## config.mk

```make
export PLATFORM = sky130hd
export DESIGN_NAME = vcounter
export DESIGN_NICKNAME = d
export VERILOG_FILES = /design/src/rtl/vga_timing_pkg.sv /design/src/rtl/rise_det.sv /design/src/rtl/vcounter.sv
export SDC_FILE = /design/constraint.sdc
export NUM_CORES = 1
export LEC_CHECK = 0
export ABC_CLOCK_PERIOD_IN_PS = 4750
export BUFFER_PORTS_ARGS = -buffer_cell sky130_fd_sc_hd__buf_2
export CAP_MARGIN = 15
export CELL_PAD_IN_SITES_DETAIL_PLACEMENT = 0
export CELL_PAD_IN_SITES_GLOBAL_PLACEMENT = 2
export CORE_MARGIN = 5
export CORE_UTILIZATION = 37
export CTS_CLUSTER_SIZE = 30
export DETAILED_ROUTE_END_ITERATION = 8
export GPL_TIMING_DRIVEN = 0
export PLACE_DENSITY_LB_ADDON = 0.1
export SYNTH_ARGS = -nofsm -noshare
export SYNTH_HDL_FRONTEND = slang
export SYNTH_SLANG_ARGS = --single-unit
```

## constraint.sdc

```tcl
create_clock -name clkv -period 4.75 [get_ports clkv]
set_input_delay 0.95 -clock clkv [delete_from_list [all_inputs] [get_ports clkv]]
set_output_delay 0.95 -clock clkv [all_outputs]
set_load 0.02 [all_outputs]
```

## src/rtl/vga_timing_pkg.sv

```systemverilog
// Shared VGA timing constants, counter width and vertical state type used by
// the horizontal and vertical timing stages.
package vga_timing_pkg;

    localparam int CNT_W = 10;

    localparam int H_ACTIVE_DEF = 640;
    localparam int H_FRONT_DEF  = 16;
    localparam int H_SYNC_DEF   = 96;
    localparam int H_BACK_DEF   = 48;
    localparam int H_TOTAL_DEF  = H_ACTIVE_DEF + H_FRONT_DEF + H_SYNC_DEF + H_BACK_DEF;

    localparam int V_ACTIVE_DEF = 480;
    localparam int V_FRONT_DEF  = 10;
    localparam int V_SYNC_DEF   = 2;
    localparam int V_BACK_DEF   = 33;
    localparam int V_TOTAL_DEF  = V_ACTIVE_DEF + V_FRONT_DEF + V_SYNC_DEF + V_BACK_DEF;

    typedef enum logic [1:0] {
        VS_ACTIVE = 2'd0,
        VS_FRONT  = 2'd1,
        VS_SYNC   = 2'd2,
        VS_BACK   = 2'd3
    } vstate_t;

endpackage

```

## src/rtl/rise_det.sv

```systemverilog
// Rising-edge detector for the horizontal roll level. The history register
// resets high so a level already high at reset release is not seen as an edge.
module rise_det (
    input  logic clk,
    input  logic rst,
    input  logic level,
    output logic tick
);

    logic level_q;

    always_ff @(posedge clk or posedge rst) begin
        if (rst) level_q <= 1'b1;
        else     level_q <= level;
    end

    assign tick = level & ~level_q;

endmodule

```

## src/rtl/vcounter.sv

```systemverilog
// Vertical timing stage: counts one line per roll rising edge and produces
// registered region flags, vsync, frame pulse and video_on. VGA_VSYNC_NEG_EN
// selects an active-low vsync (vde) output.
module vcounter
    import vga_timing_pkg::*;
#(
    parameter int V_ACTIVE = V_ACTIVE_DEF,
    parameter int V_FRONT  = V_FRONT_DEF,
    parameter int V_SYNC   = V_SYNC_DEF,
    parameter int V_BACK   = V_BACK_DEF
) (
    input  logic             clkv,
    input  logic             clrv,
    input  logic             roll,
    output logic [CNT_W-1:0] cntrv,
    output logic             vd,
    output logic             vde,
    output logic             vdeb,
    output logic             vdebc,
    output logic             frame,
    output logic             video_on
);

    localparam int V_TOTAL = V_ACTIVE + V_FRONT + V_SYNC + V_BACK;

    generate
        if (V_TOTAL > (1 << CNT_W)) begin : g_total_check
            $error("vcounter: V_TOTAL exceeds the 10-bit line counter range");
        end
    endgenerate

    localparam logic [CNT_W-1:0] LAST_LINE  = CNT_W'(V_TOTAL - 1);
    localparam logic [CNT_W-1:0] FRONT_LINE = CNT_W'(V_ACTIVE);
    localparam logic [CNT_W-1:0] SYNC_LINE  = CNT_W'(V_ACTIVE + V_FRONT);
    localparam logic [CNT_W-1:0] BACK_LINE  = CNT_W'(V_ACTIVE + V_FRONT + V_SYNC);

`ifdef VGA_VSYNC_NEG_EN
    localparam logic VDE_INV = 1'b1;
`else
    localparam logic VDE_INV = 1'b0;
`endif

    logic             line_tick;
    logic [CNT_W-1:0] cnt_q, cnt_nxt;
    vstate_t          state_q, state_nxt;
    logic             vd_q, vde_q, vdeb_q, vdebc_q, frame_q;
    logic             vd_nxt, vde_nxt, vdeb_nxt, vdebc_nxt, frame_nxt;

    rise_det u_rise_det (
        .clk   (clkv),
        .rst   (clrv),
        .level (roll),
        .tick  (line_tick)
    );

    always_ff @(posedge clkv or posedge clrv) begin
        if (clrv) begin
            cnt_q   <= '0;
            state_q <= VS_ACTIVE;
            vd_q    <= 1'b0;
            vde_q   <= VDE_INV;
            vdeb_q  <= 1'b0;
            vdebc_q <= 1'b1;
            frame_q <= 1'b0;
        end else begin
            cnt_q   <= cnt_nxt;
            state_q <= state_nxt;
            vd_q    <= vd_nxt;
            vde_q   <= vde_nxt;
            vdeb_q  <= vdeb_nxt;
            vdebc_q <= vdebc_nxt;
            frame_q <= frame_nxt;
        end
    end

    // Transitions look at the post-increment line number so flags and count move together.
    always_comb begin
        cnt_nxt   = cnt_q;
        state_nxt = state_q;
        frame_nxt = 1'b0;
        if (line_tick) begin
            if (cnt_q == LAST_LINE) begin
                cnt_nxt   = '0;
                frame_nxt = 1'b1;
            end else begin
                cnt_nxt = cnt_q + 1'b1;
            end
            case (state_q)
                VS_ACTIVE: if (cnt_nxt == FRONT_LINE) state_nxt = VS_FRONT;
                VS_FRONT:  if (cnt_nxt == SYNC_LINE)  state_nxt = VS_SYNC;
                VS_SYNC:   if (cnt_nxt == BACK_LINE)  state_nxt = VS_BACK;
                VS_BACK:   if (cnt_nxt == '0)         state_nxt = VS_ACTIVE;
                default:                              state_nxt = VS_ACTIVE;
            endcase
        end
        vdebc_nxt = (state_nxt == VS_ACTIVE);
        vd_nxt    = (state_nxt != VS_ACTIVE);
        vdeb_nxt  = (state_nxt == VS_BACK);
        vde_nxt   = (state_nxt == VS_SYNC) ^ VDE_INV;
    end

    assign cntrv    = cnt_q;
    assign vd       = vd_q;
    assign vde      = vde_q;
    assign vdeb     = vdeb_q;
    assign vdebc    = vdebc_q;
    assign frame    = frame_q;
    assign video_on = roll & vdebc_q;

endmodule
```

Word level (Yosys, flattened, before mapping)
Cells that the tools add are included.
- register bits after elaboration: 18
- bits of input ports: 3
- output and inout port bits: 16
- logic and storage cells: 35
- reduce and logical (&&, ||, !) cells: 4
- muxes and demuxes: 10
- add/sub/neg operators: 1
- bitwise gates (word level): 3
- equal/unequal tests: 9
- operators by type and width (operator ; count):
    10-bit by 9-bit == test with 1-bit output, second input constant ; 3
    10-bit 2-to-1 mux ; 2
    10-bit by 1-bit adder with 10-bit output, second input constant ; 1
    10-bit == test, second input constant ; 1
    10-bit logical NOT ; 1
    2-bit 2-to-1 mux ; 5
    2-bit == test, second input constant ; 4
    2-bit one-hot mux with 4 select lines ; 1
    2-bit logical NOT ; 2
    1-bit AND ; 2
    2-bit by 1-bit == test with 1-bit output, second input constant ; 1
    1-bit 2-to-1 mux ; 2
    2-bit nonzero test ; 1
    1-bit NOT ; 1

Logic depth before layout (Yosys ltp)
Gate-level depths: netlist of the first run.
- depth in word-level cells: 8
- mapped depth: 8
- mapped depth without buffers: 8

Modules after synthesis
A second synthesis of the first run with hierarchy kept.
- cells, all modules: 135
- area total of the unflattened synthesis: 1234.9 um^2
- modules (own cells, without submodules) (module ; seq. area each (um^2) ; cells each ; instances ; area each (um^2)):
    vcounter ; 426.7 ; 132 ; 1 ; 1191.1
    rise_det ; 26.3 ; 3 ; 1 ; 43.8

Worst setup path before layout of the first run
No wires, ideal clock.
- kind: register to register
- start point: reg cnt_q[0] (netlist: cntrv[0])
- end point: reg vdebc_q (netlist: vdebc)
- required time: 4.672 ns
- setup time: 0.078 ns
- arrival time: 2.035 ns
- cell stages (with the launch flop): 9
- path slack: 2.636 ns
- period minus slack after synthesis: 2.114 ns
- path buffers: 0
- cell sequence: dfrtp_1 > inv_1 > ha_1 > nor3b_4 > and4_4 > or2_4 > o22ai_2 > a311oi_2 > a31o_1
- word-level cells in the longest chain between the ends: 8
- elaborated cells on any way between the ends: 15
- classes of those cells: 1 x add/sub; 4 x eq/ne; 8 x mux; 2 x reduce/logical
- ends and longest elaborated chain (element ; RTL line ; RTL):
    start: declaration ; vcounter.sv:44 ; logic [CNT_W-1:0] cnt_q, cnt_nxt;
    start signal: assignment ; vcounter.sv:66 ; cnt_q <= cnt_nxt;
    10-bit by 1-bit adder with 10-bit output / 10-bit == test (equally long branches) ; vcounter.sv:86, vcounter.sv:82 ;
    10-bit 2-to-1 mux * ; vcounter.sv:82 ; if (cnt_q == LAST_LINE) begin
    10-bit 2-to-1 mux * ; vcounter.sv:81 ; if (line_tick) begin
    10-bit by 9-bit == test with 1-bit output, or another cell as far along ; vcounter.sv:91 ; VS_SYNC: if (cnt_nxt == BACK_LINE) state_nxt = VS_BACK;
    2-bit 2-to-1 mux (on tied branches) ; -- ;
    2-bit one-hot mux with 4 select lines * ; vcounter.sv:88 ; case (state_q)
    2-bit 2-to-1 mux * ; vcounter.sv:81 ;
    2-bit logical NOT * ; vcounter.sv:96 ; vdebc_nxt = (state_nxt == VS_ACTIVE);
    net vdebc_nxt ; vcounter.sv:47 ; logic vd_nxt, vde_nxt, vdeb_nxt, vdebc_nxt, frame_nxt;
    end signal: assignment ; vcounter.sv:71 ; vdebc_q <= vdebc_nxt;
    end: declaration ; vcounter.sv:46 ; logic vd_q, vde_q, vdeb_q, vdebc_q, frame_q;
The timed path passes the listed nets; every way through them passes the cells marked *. The select of a mux whose other input is x is not followed.
A chain may end at the register's enable or synchronous reset.

Worst setup path in the final report of the first run
- start point: in roll
- end point: out video_on
- word-level cells in the longest chain between the ends: 1
- ends and longest elaborated chain (element ; RTL line ; RTL):
    start: declaration ; vcounter.sv:14 ; input logic roll,
    1-bit AND ; vcounter.sv:108 ; assign video_on = roll & vdebc_q;
    end: declaration ; vcounter.sv:21 ; output logic video_on
No other way between the ends.

==> reports/metrics.csv, run 1 <==
metric,value,unit
status,"finished, final reports clean",
Avg WL per Cell,14.0,um
CP Cell Sequence,"buf_2, and2_1, buf_2",
Most used DFF post-synth,dfrtp_1,
Synth Area in Compound Gates,20.6,%
Total GRT Usage,14.0,%
Fin. Hold Viols,0,
H-tree levels,1,
Setup Crit Path Kind,in -> out,
Layout area overhead,14.2,%
maximum clock rate,0.438,GHz
TritonCTS clock tree,done,
Final #Nets,155,
vias in the first global route,1001,
via/cell ratio,5.15,
clock tree buffer depth,2,
chip height,67.6,um
largest net degree at the start of global routing,19,
CP startpoint kind,primary input,
first-pass GRT wire length,4910,um
Total Die Area,0.00457,mm2
Slew HR,53.4,%
"non-filler cells, final",195,
Tightest Pin Transition,698,ps
Final Util,42.7,%
detailed placement HPWL,2100,um
"Async S/R FF share, synth",100,%
"Warnings, synthesis",0,
# resized after CTS,0,
LEAKAGE,0.000590,uW
worst path bufs/invs,2,
antenna violations before repair,0,
CP top delay family,buffers and inverters,
Placeable Area,0.00328,mm2
GPL Wtd Cong,0.865,
Required @ worst endpoint,3800,ps
DR pass1 iterations,4,
grt total ovfl,0,
CP max stage delay,150,ps
post-synthesis cell area,0.00123,mm2
hold path startpoint,cntrv[5],
"Slowest-stage cell, CP",buf_2,
worst hold path class,reg -> reg,
"crit path setup slack, layout",2470,ps
"Avg Cell Area, Syn",9.67,um2
Antenna Cells,0,
Final period util,48.1,%
io pins,19,
Detail Route Antenna Nets,0,
maxcap violations,0,
worst-path fanout max,4,
initial DRC count,69,
initial core utilization,37.4,%
port bufs,18,
site row count,21,
min cycle time layout,2280,ps
Post-Place Cells,191,
clock buffer count from CTS,3,
xor and xnor fraction of the mapped netlist area,4.99,%
final slew viol count,0,
Synth Register Bits,18,
CTS Hold Bufs,0,
drt drc,0,
"Setup violations, final",0,
peak supply drop,125,uV
Worst path most repeated cell,buf_2,
TritonCTS Sinks,18,
Post-Synth Simple-Gate Area,26.8,%
clk root buf,clkbuf_4,
clock skew,16.1,ps
Critical Path Source,roll,
r2r startpoint,cntrv[0],
Routed WL,2740,um
crit end category,output pin,
pre-CTS setup slack,2460,ps
DIE WIDTH,67.6,um
total power,561,uW
Vias,1005,
setup TNS,0,ps
largest family of logic cells by synthesized area,simple AND/OR/NAND/NOR gates,
sequential fraction of the synthesis area,36.9,%
Yosys cell types,49,
postcts setup bufs,0,
Worst-Skew Late Latency,290,ps
total power divided by cell area,400,mW/mm2
unrepaired setup endpoints after global routing,false,
Clock Pin Slew Worst Setup and Hold Paths,120,ps
Worst EP arrival,1330,ps
post-synthesis mux area share,0,%
Syn Nets,132,
share of cells above drive strength 1,29.5,%
Synth Area in Adders,2.04,%
synthesized instance count,127,
Post-synth EDFFs,0,
-- final cells by class --
type / instances / area, um2
clock buffers: 4 / 26.3
fillers: 336 / 1880
multi-input cells: 92 / 668
plain buffers: 7 / 70.1
inverters: 10 / 37.5
well taps: 46 / 57.6
repair buffers: 18 / 90.1
flip-flops and latches: 18 / 453
-- path summary, 6_finish.rpt --
kind / endpoint / slack, ps / cells after the start
worst min-delay path: cntrv[5] / 620 / 2
worst max-delay path: video_on / 2470 / 3
min in group asynchronous: vdeb / 740 / 2
worst max register to register: vd / 2480 / 6
max in group asynchronous: cntrv[4] / 3550 / 2
worst min register to register: cntrv[5] / 620 / 2
-- synth_stat cells (2+ instances only) --
cell type	instances	area, um2
a21o_1	2	15.0
a21oi_1	2	10.0
a31o_1	2	17.5
a31oi_1	5	31.3
and3_1	2	12.5
buf_6	4	45.0
dfrtp_1	16	400
dfstp_2	2	52.6
ha_1	2	25.0
inv_1	10	37.5
nand2_1	5	18.8
nand3_1	7	35.0
nand4_1	4	25.0
nor2_1	9	33.8
nor3_1	6	30.0
nor4_1	2	12.5
o211ai_1	2	15.0
o21ai_0	6	30.0
o31ai_1	3	22.5
or2b_2	2	17.5
xnor2_1	5	43.8
xor2_1	2	17.5
-- routing by layer --
metal  vias to the layer above  GRT usage (%)  share of wire [%]
li1                        510              -                  -
met1                       469           18.5                 46
met2                        22           23.2                 48
met3                         4           2.16                3.9
met4                         0           4.56                1.5
met5                         -              0                  0
-- where the power goes --
group	internal [uW]	switching (uW)	total, uW
clock	32.6	47.4	80.0
combinational	115	160	275
sequential	177	29.1	206
-- cells by family (layout without fill, tap and decap cells) --
group,count (synthesis),after routing
AO/OA/AOI/OAI,33,33
XOR/XNOR,7,7
adder cells (fa/ha/maj),2,2
buffers and inverters,17,39
flip-flops,18,18
AND/OR/NAND/NOR,50,50
-- state kept, by name (all words and copies together) (netlist names) --
| register | cells |
|---|---|
| vde | 1 |
| cntrv | 10 |
| u_rise_det.level_q | 1 |
| vdeb | 1 |
| frame | 1 |
| vdebc | 1 |
| vd | 1 |
| state_q | 2 |
-- cells in the final DEF (no fill, tap or decap), types with 2 or more instances in the layout --
cell type,netlist,routed
a21o_1,2,2
a21oi_1,2,2
a31o_1,2,2
a31oi_1,5,5
and3_1,2,2
buf_2,0,18
buf_6,4,4
clkbuf_1,1,2
clkbuf_4,0,3
dfrtp_1,16,16
dfstp_2,2,2
ha_1,2,2
inv_1,10,10
nand2_1,5,5
nand3_1,7,7
nand4_1,4,4
nor2_1,9,9
nor3_1,6,6
nor4_1,2,2
o211ai_1,2,2
o21ai_0,6,6
o31ai_1,3,3
or2b_2,2,2
xnor2_1,5,5
xor2_1,2,2
-- worst register-to-register path, cell delays in order, from the launching register on --
cell and delay, ps:
dfrtp_1 530, inv_1 170, ha_1 380, nor3_1 300, o221ai_1 190, o311ai_2 420
a31oi_1 150
-- stage by stage --
step / hold slack, ps / instance area [um2]
6_report: 618 / 1400
3_3_place_gp: 596 / 1380
4_1_cts: 630 / 1400
2_1_floorplan: 581 / 1230
3_5_place_dp: 604 / 1380
5_1_grt: 662 / 1400
No activity file was read; power rests on OpenSTA's default activity.
==> inputs of run 2 (changes only) <==
--- a/config.mk
+++ b/config.mk
@@ -5,13 +5,13 @@
 export SDC_FILE = /design/constraint.sdc
 export NUM_CORES = 1
 export LEC_CHECK = 0
-export ABC_CLOCK_PERIOD_IN_PS = 4750
+export ABC_CLOCK_PERIOD_IN_PS = 1850
 export BUFFER_PORTS_ARGS = -buffer_cell sky130_fd_sc_hd__buf_2
 export CAP_MARGIN = 15
 export CELL_PAD_IN_SITES_DETAIL_PLACEMENT = 0
 export CELL_PAD_IN_SITES_GLOBAL_PLACEMENT = 2
 export CORE_MARGIN = 5
-export CORE_UTILIZATION = 37
+export CORE_UTILIZATION = 31
 export CTS_CLUSTER_SIZE = 30
 export DETAILED_ROUTE_END_ITERATION = 8
 export GPL_TIMING_DRIVEN = 0
==> constraint.sdc (replaced) <==
create_clock -name clkv -period 1.85 [get_ports clkv]
set_input_delay 0.37 -clock clkv [delete_from_list [all_inputs] [get_ports clkv]]
set_output_delay 0.37 -clock clkv [all_outputs]
set_load 0.02 [all_outputs]
==> reports/metrics.csv, run 2 (synthesis gave the netlist of run 1 again) <==
metric,value,unit,change
status,"finished, violations left",,
failing checks,setup timing,,
via/cell ratio,5.11,,-0.81%
H-tree levels,1,,unchanged
drt drc,0,,unchanged
final instance area,0.00162,mm2,+16%
"most common cell after layout, fill and taps aside",buf_2,,
Detail Route Antenna Nets,0,,unchanged
vias in the first global route,993,,-0.80%
Total Die Area,0.00532,mm2,+16%
first-pass GRT wire length,4860,um,-1.1%
crit end category,flop,,
port bufs,18,,unchanged
grt total ovfl,0,,unchanged
initial DRC count,49,,-29%
Required @ worst endpoint,2010,ps,-1790 ps
Antenna Cells,0,,unchanged
Final #Nets,163,,+5.2%
Layout area overhead,32.1,%,
max reg flops,10,,unchanged
antenna violations before repair,0,,unchanged
clock skew,9.85,ps,-6.23 ps
most frequent cells in the layout,"buf_2, dfrtp_1, nor2_1, inv_1",,
Vias,1048,,+4.3%
Fin. Hold Viols,0,,unchanged
Worst R2R Path Depth,8,,+2
DIE WIDTH,73.0,um,+7.9%
CTS Hold Bufs,0,,unchanged
Final period util,105,%,
worst-path fanout max,5,,+1
Critical Path End,vde,,
initial core utilization,32.8,%,-4.6 points
share of cells above drive strength 1,45.2,%,+16 points
maxcap violations,0,,unchanged
Routed WL,2980,um,+8.7%
Reg2Reg Setup Slack,-80,ps,-2560 ps
TritonCTS Sinks,18,,unchanged
min cycle time layout,1930,ps,
Placement Cell Area,0.00143,mm2,+4.0%
GPL Wtd Cong,0.807,,-6.7%
chip height,73.0,um,+7.9%
Critical Path Source,cntrv[0],,
Clock Pin Slew Worst Setup and Hold Paths,80,ps,-40 ps
peak supply drop,444,uV,+250%
Tightest Pin Transition,738,ps,+39.3 ps
Setup Crit Path Kind,reg -> reg,,
io pins,19,,unchanged
Placeable Area,0.00374,mm2,+14%
clock buffer count from CTS,3,,unchanged
TritonCTS clock tree,done,,
Worst-Skew Late Latency,260,ps,-30 ps
Slew HR,50.8,%,-2.6 points
site row count,22,,+4.8%
final slew viol count,0,,unchanged
clock tree buffer depth,2,,unchanged
unrepaired setup endpoints after global routing,true,,
"crit path setup slack, layout",-83.5,ps,-2550 ps
Final Util,43.3,%,+0.64 points
"Setup violations, final",6,,+6
detailed placement HPWL,2180,um,+4.2%
r2r endpoint,vde,,
CP startpoint kind,flop,,
LEAKAGE,0.000647,uW,+9.8%
Avg WL per Cell,14.5,um,+3.4%
worst hold path class,in -> async,,
largest net degree at the start of global routing,19,,unchanged
Total GRT Usage,11.8,%,-2.2 points
total power divided by cell area,1090,mW/mm2,+170%
DR pass1 iterations,4,,unchanged
r2r startpoint,cntrv[0],,
maximum clock rate,0.517,GHz,
Worst EP arrival,2100,ps,+770 ps
clk root buf,clkbuf_8,,
[run 2: cell types whose count changed in the layout (fill, tap and decap cells not counted), moves of 3 or more]
cell	change
buf_4	+6
clkbuf_4	-3
clkbuf_8	+4
dfrtp_1	-5
dfrtp_2	+5
[run 2: per-layer routing]
layer	routed length, um	vias up	track usage, %	part of all wire (%)
li1	-	529	-	-
met1	1460	501	16.0	49
met2	1410	16	18.0	47
met3	97	2	2.48	3.3
met4	19	0	4.71	0.64
met5	0	-	0	0
[run 2: through the flow]
step | instances | power [uW] | TNS (ps) | setup slack [ps] | hold slack (ps)
4_1_cts | 198 | 1710 | -560 | -116 | 230
3_5_place_dp | 193 | 1350 | -1190 | -211 | 500
5_1_grt | 205 | 1880 | -1080 | -204 | 226
6_report | 205 | 1770 | -363 | -83.5 | 224
2_1_floorplan | 127 | 1170 | -107 | -24.5 | 307
3_3_place_gp | 193 | 1340 | -1350 | -251 | 499
[run 2: how the worst min path moves through the flow]
stage | depth (start not counted) | endpoint | slack [ps] | from
2_1_floorplan | 1 | cntrv[4] | 310 | clrv
3_5_place_dp | 1 | u_rise_det.level_q | 500 | roll
4_1_cts | 1 | u_rise_det.level_q | 230 | roll
3_3_place_gp | 1 | u_rise_det.level_q | 500 | roll
6_report | 2 | cntrv[5] | 220 | clrv
5_1_grt | 1 | u_rise_det.level_q | 230 | roll
[run 2: area by class of cell]
class                   count  area, um2
flip-flops and latches     18        459
multi-input cells          92        763
inverters                  10       40.0
fillers                   384       2120
plain buffers               7       70.1
clock buffers               4       55.1
repair buffers             26        175
well taps                  48       60.1
[run 2: power breakdown]
group | total, uW | switching, uW | internal, uW
Sequential | 517 | 55.8 | 461
Clock | 332 | 143 | 189
Combinational | 917 | 516 | 401
[run 2: what timing repair did]
action | CTS | global route
endpoints found under the setup margin | 6 | 6
resized for setup | 3 | 8
pin swaps | 5 | 9
endpoints found under the hold margin | 0 | 0
buffers inserted | 1 | 7
[run 2: worst max-delay path, stage by stage, from the launching register on]
cell and delay [ps]:
dfrtp_2 440, inv_4 90, ha_4 130, nor3b_4 220
a311oi_1 130, nand3b_4 220, nor2_4 190, nand4_1 160
o31ai_2 260
